`config.mk`:
```
export PLATFORM = sky130hd
export DESIGN_NAME = var_delay_line
export DESIGN_NICKNAME = d
export VERILOG_FILES = /design/src/rtl/var_delay_line.sv
export SDC_FILE = /design/constraint.sdc
export NUM_CORES = 2
export LEC_CHECK = 0
export CAP_MARGIN = 20
export CORE_UTILIZATION = 40
export CTS_BUF_LIST = sky130_fd_sc_hd__clkbuf_8
export DETAILED_ROUTE_END_ITERATION = 8
export REMOVE_ABC_BUFFERS = 1
export SLEW_MARGIN = 20
export SYNTH_ARGS = -nofsm -noshare
export SYNTH_HDL_FRONTEND = slang
export SYNTH_MEMORY_MAX_BITS = 65536
export SYNTH_SLANG_ARGS = --single-unit
```
`constraint.sdc`:
```
create_clock -name sysclk -period 9.96 [get_ports sysclk]
set_input_delay 2.49 -clock sysclk [delete_from_list [all_inputs] [get_ports sysclk]]
set_output_delay 2.49 -clock sysclk [all_outputs]
set_load 0.02 [all_outputs]
```
`src/rtl/var_delay_line.sv`:
```
// rtl/var_delay_line.sv - programmable 1..DEPTH sample delay line for offset-binary ADC samples
//
// Ports:
//   sysclk   in   1       system clock, all logic on the rising edge
//   reset    in   1       synchronous active-high reset
//   load     in   1       ADC new-sample level; its rising edge marks a new sample
//   d        in   DATA_W  input sample, valid while load is high
//   k        in   ADDR_W  delay in samples, 0 selects DEPTH
//   q        out  DATA_W  delayed sample (midscale until history covers the delay)
//   q_valid  out  1       one-cycle pulse when q updates
//   busy     out  1       RAM clear sweep in progress
//
// Optional build macro VAR_DELAY_CLEAR_EN: after reset an IDLE->CLEAR->RUN sweep
// writes midscale into every RAM word and strobes are ignored while busy.
// Without it busy is tied low and fill-based muting alone hides stale RAM data.

module var_delay_line #(
    parameter int DATA_W = 9,
    parameter int ADDR_W = 9
) (
    input  logic              sysclk,
    input  logic              reset,
    input  logic              load,
    input  logic [DATA_W-1:0] d,
    input  logic [ADDR_W-1:0] k,
    output logic [DATA_W-1:0] q,
    output logic              q_valid,
    output logic              busy
);

    localparam int DEPTH = 1 << ADDR_W;
    localparam logic [DATA_W-1:0] MIDSCALE = {1'b1, {(DATA_W-1){1'b0}}};
    localparam logic [ADDR_W:0]   DEPTH_W  = {1'b1, {ADDR_W{1'b0}}};

    logic                load_d;
    logic                stb;
    logic [ADDR_W:0]     k_eff;
    logic [ADDR_W-1:0]   wr_ptr;
    logic [ADDR_W:0]     fill;

    // stage 1: registered in the strobe cycle
    logic                v_s1;
    logic                mute_s1;
    logic [ADDR_W-1:0]   rd_addr;
    logic                wr_en_p;
    logic [ADDR_W-1:0]   wr_addr_p;
    logic [DATA_W-1:0]   wr_data_p;

    // stage 2: RAM read data registered
    logic                v_s2;
    logic                mute_s2;
    logic [DATA_W-1:0]   ram_rd;

    // RAM write port (pending sample write or clear sweep)
    logic                mem_we;
    logic [ADDR_W-1:0]   mem_waddr;
    logic [DATA_W-1:0]   mem_wdata;

    logic [DATA_W-1:0]   mem [DEPTH];

    assign stb   = load & ~load_d & ~busy;
    assign k_eff = (k == '0) ? DEPTH_W : {1'b0, k};

`ifdef VAR_DELAY_CLEAR_EN
    typedef enum logic [1:0] {
        S_IDLE  = 2'd0,
        S_CLEAR = 2'd1,
        S_RUN   = 2'd2
    } state_t;

    state_t            state;
    state_t            state_n;
    logic [ADDR_W-1:0] clr_addr;
    logic              clr_we;

    always_ff @(posedge sysclk) begin
        if (reset) begin
            state <= S_IDLE;
        end else begin
            state <= state_n;
        end
    end

    // IDLE already writes address 0, so IDLE plus CLEAR spans exactly DEPTH cycles
    always_comb begin
        state_n = state;
        case (state)
            S_IDLE:  state_n = S_CLEAR;
            S_CLEAR: if (clr_addr == ADDR_W'(DEPTH - 1)) state_n = S_RUN;
            S_RUN:   state_n = S_RUN;
            default: state_n = S_IDLE;
        endcase
    end

    always_comb begin
        clr_we = (state != S_RUN);
        busy   = (state != S_RUN) | reset;
    end

    always_ff @(posedge sysclk) begin
        if (reset) begin
            clr_addr <= '0;
        end else if (clr_we) begin
            clr_addr <= clr_addr + 1'b1;
        end
    end

    always_comb begin
        mem_we    = wr_en_p;
        mem_waddr = wr_addr_p;
        mem_wdata = wr_data_p;
        if (clr_we) begin
            mem_we    = 1'b1;
            mem_waddr = clr_addr;
            mem_wdata = MIDSCALE;
        end
    end
`else
    assign busy      = 1'b0;
    assign mem_we    = wr_en_p;
    assign mem_waddr = wr_addr_p;
    assign mem_wdata = wr_data_p;
`endif

    // The sample write is deferred one cycle so it lands in the same cycle as the
    // read of its own strobe; with k_eff == DEPTH both hit the same address and the
    // read returns the old word, giving an exact DEPTH-sample delay.
    always_ff @(posedge sysclk) begin
        if (mem_we) begin
            mem[mem_waddr] <= mem_wdata;
        end
        ram_rd <= mem[rd_addr];
    end

    always_ff @(posedge sysclk) begin
        if (reset) begin
            load_d    <= 1'b0;
            wr_ptr    <= '0;
            fill      <= '0;
            v_s1      <= 1'b0;
            mute_s1   <= 1'b0;
            rd_addr   <= '0;
            wr_en_p   <= 1'b0;
            wr_addr_p <= '0;
            wr_data_p <= '0;
            v_s2      <= 1'b0;
            mute_s2   <= 1'b0;
            q         <= MIDSCALE;
            q_valid   <= 1'b0;
        end else begin
            load_d  <= load;
            v_s1    <= stb;
            wr_en_p <= stb;
            if (stb) begin
                wr_addr_p <= wr_ptr;
                wr_data_p <= d;
                // modulo-DEPTH subtraction: k_eff == DEPTH contributes zero low bits
                rd_addr   <= wr_ptr - k_eff[ADDR_W-1:0];
                mute_s1   <= (fill < k_eff);
                wr_ptr    <= wr_ptr + 1'b1;
                if (fill != DEPTH_W) begin
                    fill <= fill + 1'b1;
                end
            end
            v_s2    <= v_s1;
            mute_s2 <= mute_s1;
            q_valid <= v_s2;
            if (v_s2) begin
                q <= mute_s2 ? MIDSCALE : ram_rd;
            end
        end
    end

endmodule
```
==> out/metrics.csv <==
stage,metric,value,unit
status,status,"complete, no violations",
floorplan,coreArea,0.449,mm2
global_routing,grt_overflow_total,0,
placement,dpl.hpwl,266000,um
worst_setup_path,crit_slowest_cell,dfxtp_4,
cts,clock-root-buffer,clkbuf_8,
placement,place_congestion,0.812,
worst_setup_path,critPathTopFamily,buffers and inverters,
worst_setup_path,crit_arrival,6.85,ns
cts,cts.sinks,4678,
pwr,ir_worst_vdd,143,uV
final_layout,drive_gt1_share,25.1,%
cts,htreeDepth,6,
cts,cts_buffers,728,
routing,wl,460000,um
routing,dr_total_vias,87600,
logic_synthesis,ys_ff_latch,4678,
global_routing,grt_use_total,20.0,%
floorplan,die_w,674,um
logic_synthesis,syn_area,0.180,mm2
timing,finClkSkew,0.0746,ns
worst_hold_path,whs_path_depth,2,
timing,max_freq,172,MHz
worst_hold_path,hp-start,ram_rd[7],
logic_synthesis,synth.area.mux_share,16.3,%
logic_synthesis,yosys.area.top_type,edfxtp_1,
timing,drv_slew,0,
logic_synthesis,netlist_top_cells_count,"edfxtp_1 (4,608), mux4_2 (1,152), nor2_1 (856)",
worst_hold_path,holdCritPathClass,reg -> reg,
routing,drc,0,
final_layout,finalCoreUtilization,44.7,%
worst_setup_path,critPathMaxFanout,94,
worst_setup_path,required,11.02,ns
worst_setup_path,reg2reg_to,ram_rd[1],
floorplan,pin_count,32,
cts,post_cts_resize_count,0,
logic_synthesis,syn_inst,8437,
floorplan,dieHeight,674,um
logic_synthesis,synth.most_common_cell,edfxtp_1,
global_routing,grt_pass1_vias,90500,
final_layout,final_cell_count_no_fill,15400,
timing,grt_setup_unrepaired,no,
logic_synthesis,yosys_warnings,0,
placement,dp.cells,14000,
logic_synthesis,synth-async-reset-ratio,0,%
timing,fin_tns_setup,0,ns
floorplan,die_area,0.454,mm2
logic_synthesis,synth_top_area_share,76.7,%
logic_synthesis,synth.yosys.seq_area_share,77.4,%
global_routing,grt_pass1_wl,659000,um
logic_synthesis,synth-edff-count,4608,
worst_setup_path,max_stage_delay,0.82,ns
worst_setup_path,r2r-start,rd_addr[0],
logic_synthesis,yosysUniqueCellTypes,49,
timing,max_slew_margin,12.1,%
cts,hold_buffers,0,
worst_setup_path,end_kind,flop,
pwr,power_density,195,mW/mm2
logic_synthesis,yosys.area_share.adder,0.150,%
worst_hold_path,min_to,q[7],
worst_setup_path,reg2regPathDepth,11,
cts,clkTransAtPathRegs,0.07,ns
timing,post-route-period-util,58.2,%
final_layout,area_growth,11.1,%
routing,drtIter0Drc,10400,
logic_synthesis,avgSynthCellArea,21.4,um2
logic_synthesis,synth_top_family_by_area,multiplexers,
timing,finalSetupViolations,0,
worst_setup_path,rrSetupSlack,4.16,ns
job,drv_cap,0,
routing,ant_nets,0,
logic_synthesis,synth_compound_area_share,2.17,%
global_routing,grt_max_degree,224,
placement,io_buffers,30,
logic_synthesis,synth_xor_area_share,0.0922,%
logic_synthesis,synth.area.top_cells,"edfxtp_1 (77%), mux4_2 (14%), nor2_1 (1.8%)",
floorplan,initial_core_util,40.2,%
final_layout,design_area,0.201,mm2
cts,clkLatencyLatePin,1.23,ns
worst_setup_path,setup.worst_path.class,reg -> reg,
timing,period_minus_slack,5.80,ns
logic_synthesis,ys.flop_type,edfxtp_1,
placement,placed_cell_area,0.187,mm2
routing,wl_per_cell,30.0,um
routing,viasPerCell,5.71,
cts,post-cts-setup-buffers,0,
cts,clock_path_buffers,4,
cts,cts_tree,yes,
logic_synthesis,synthSimpleGateAreaFrac,2.44,%
final_layout,nNetsFinal,8869,
timing,worst_pin_slew,1.32,ns
pwr,leakagePower,65.1,nW
worst_setup_path,path_cells,buf_4 > buf_4 > buf_12 > mux4_2 > mux2_2 > o221ai_1 > a21oi_1 > o21ai_0 > nand4_1 > nor2_1 > nor4_1,
worst_setup_path,path_buf_inv,3,
floorplan,rows,246,
worst_setup_path,startpoint_type,flop,
routing,drt-pass1-iter-count,5,
global_routing,antenna_found_initial,31,
worst_setup_path,path_common_cell,buf_4,
timing,finalHoldViolCount,0,
==> sequential cells by signal, summed over array words and instances, names as in the netlist <==
name       cells
mute_s1        1
q_valid        1
mute_s2        1
mem         4608
load_d         1
ram_rd         9
v_s2           1
fill          10
q              9
mem_we         1
mem_wdata      9
mem_waddr      9
wr_ptr         9
rd_addr        9
==> final cells by class <==
type	count	area, um2
diodes	8	20.0
clock buffers	742	10200
clock inverters	561	2890
fillers	37500	249000
inverters	15	56.3
multi-input cells	3223	38400
flip-flops and latches	4678	140000
well taps	5952	7450
repair buffers	181	1760
==> per-stage QoR <==
step	total power, mW	setup slack [ns]	hold slack [ns]
after floorplan	26.9	-39.85	0.419
after global placement	24.7	4.16	0.490
after detailed placement	24.7	4.16	0.496
after CTS	39.3	4.09	0.498
after global routing	40.2	3.95	0.505
final	39.0	4.16	0.484
==> layer usage <==
| layer | up-vias | track usage (%) | wire [um] |
|---|---|---|---|
| li1 | 36000 | - | - |
| met2 | 4035 | 31.9 | 221000 |
| met5 | - | 0 | 94 |
| met4 | 14 | 5.95 | 13000 |
| met1 | 46800 | 27.8 | 186000 |
| met3 | 784 | 4.17 | 40300 |
==> worst max path at each step <==
stage | startpoint | endpoint | slack (ns) | cells past startpoint
floorplan | rd_addr[0] | ram_rd[0] | -39.85 | 7
global placement | rd_addr[0] | ram_rd[1] | 4.16 | 11
detailed placement | rd_addr[0] | ram_rd[1] | 4.16 | 11
CTS | rd_addr[0] | ram_rd[1] | 4.09 | 11
global route | rd_addr[0] | ram_rd[1] | 3.95 | 11
finish | rd_addr[0] | ram_rd[1] | 4.16 | 11
==> cells in the final DEF (no fill, tap or decap), types with 17 or more instances in the layout <==
cell / n
dfxtp_1: 56
o22ai_1: 108
clkinv_2: 51
edfxtp_1: 4608
nor2_1: 847
ha_1: 20
inv_1: 302
o221ai_1: 141
nand2_1: 99
a211oi_1: 41
clkinv_1: 158
o21ai_0: 111
a21oi_1: 190
nand4_1: 41
buf_12: 21
mux4_2: 1152
buf_4: 126
clkbuf_8: 742
mux2i_1: 183
mux2_2: 140
clkdlybuf4s50_1: 29
nor2b_1: 17
==> power breakdown <==
| group | internal [mW] | switching (mW) | total [mW] |
|---|---|---|---|
| Clock | 7.21 | 7.55 | 14.8 |
| Sequential | 21.7 | 0.106 | 21.8 |
| Combinational | 0.932 | 1.56 | 2.50 |
| Total | 29.8 | 9.22 | 39.0 |
==> worst min-delay path, cell delays in order, from the launching register on <==
cell,delay (ns)
dfxtp_1,0.31
nand3b_1,0.08
a21oi_1,0.06
==> cells by family (layout without fill, tap and decap cells) <==
kind of cell | Yosys count | in the layout
flops | 4678 | 4678
buf+inv | 536 | 1499
xor+xnor | 19 | 19
compound gates | 615 | 615
other cells | 1 | 9
fa+ha+maj | 21 | 21
mux | 1475 | 1475
simple gates | 1092 | 1092
Power figures use the tool's default switching activity.
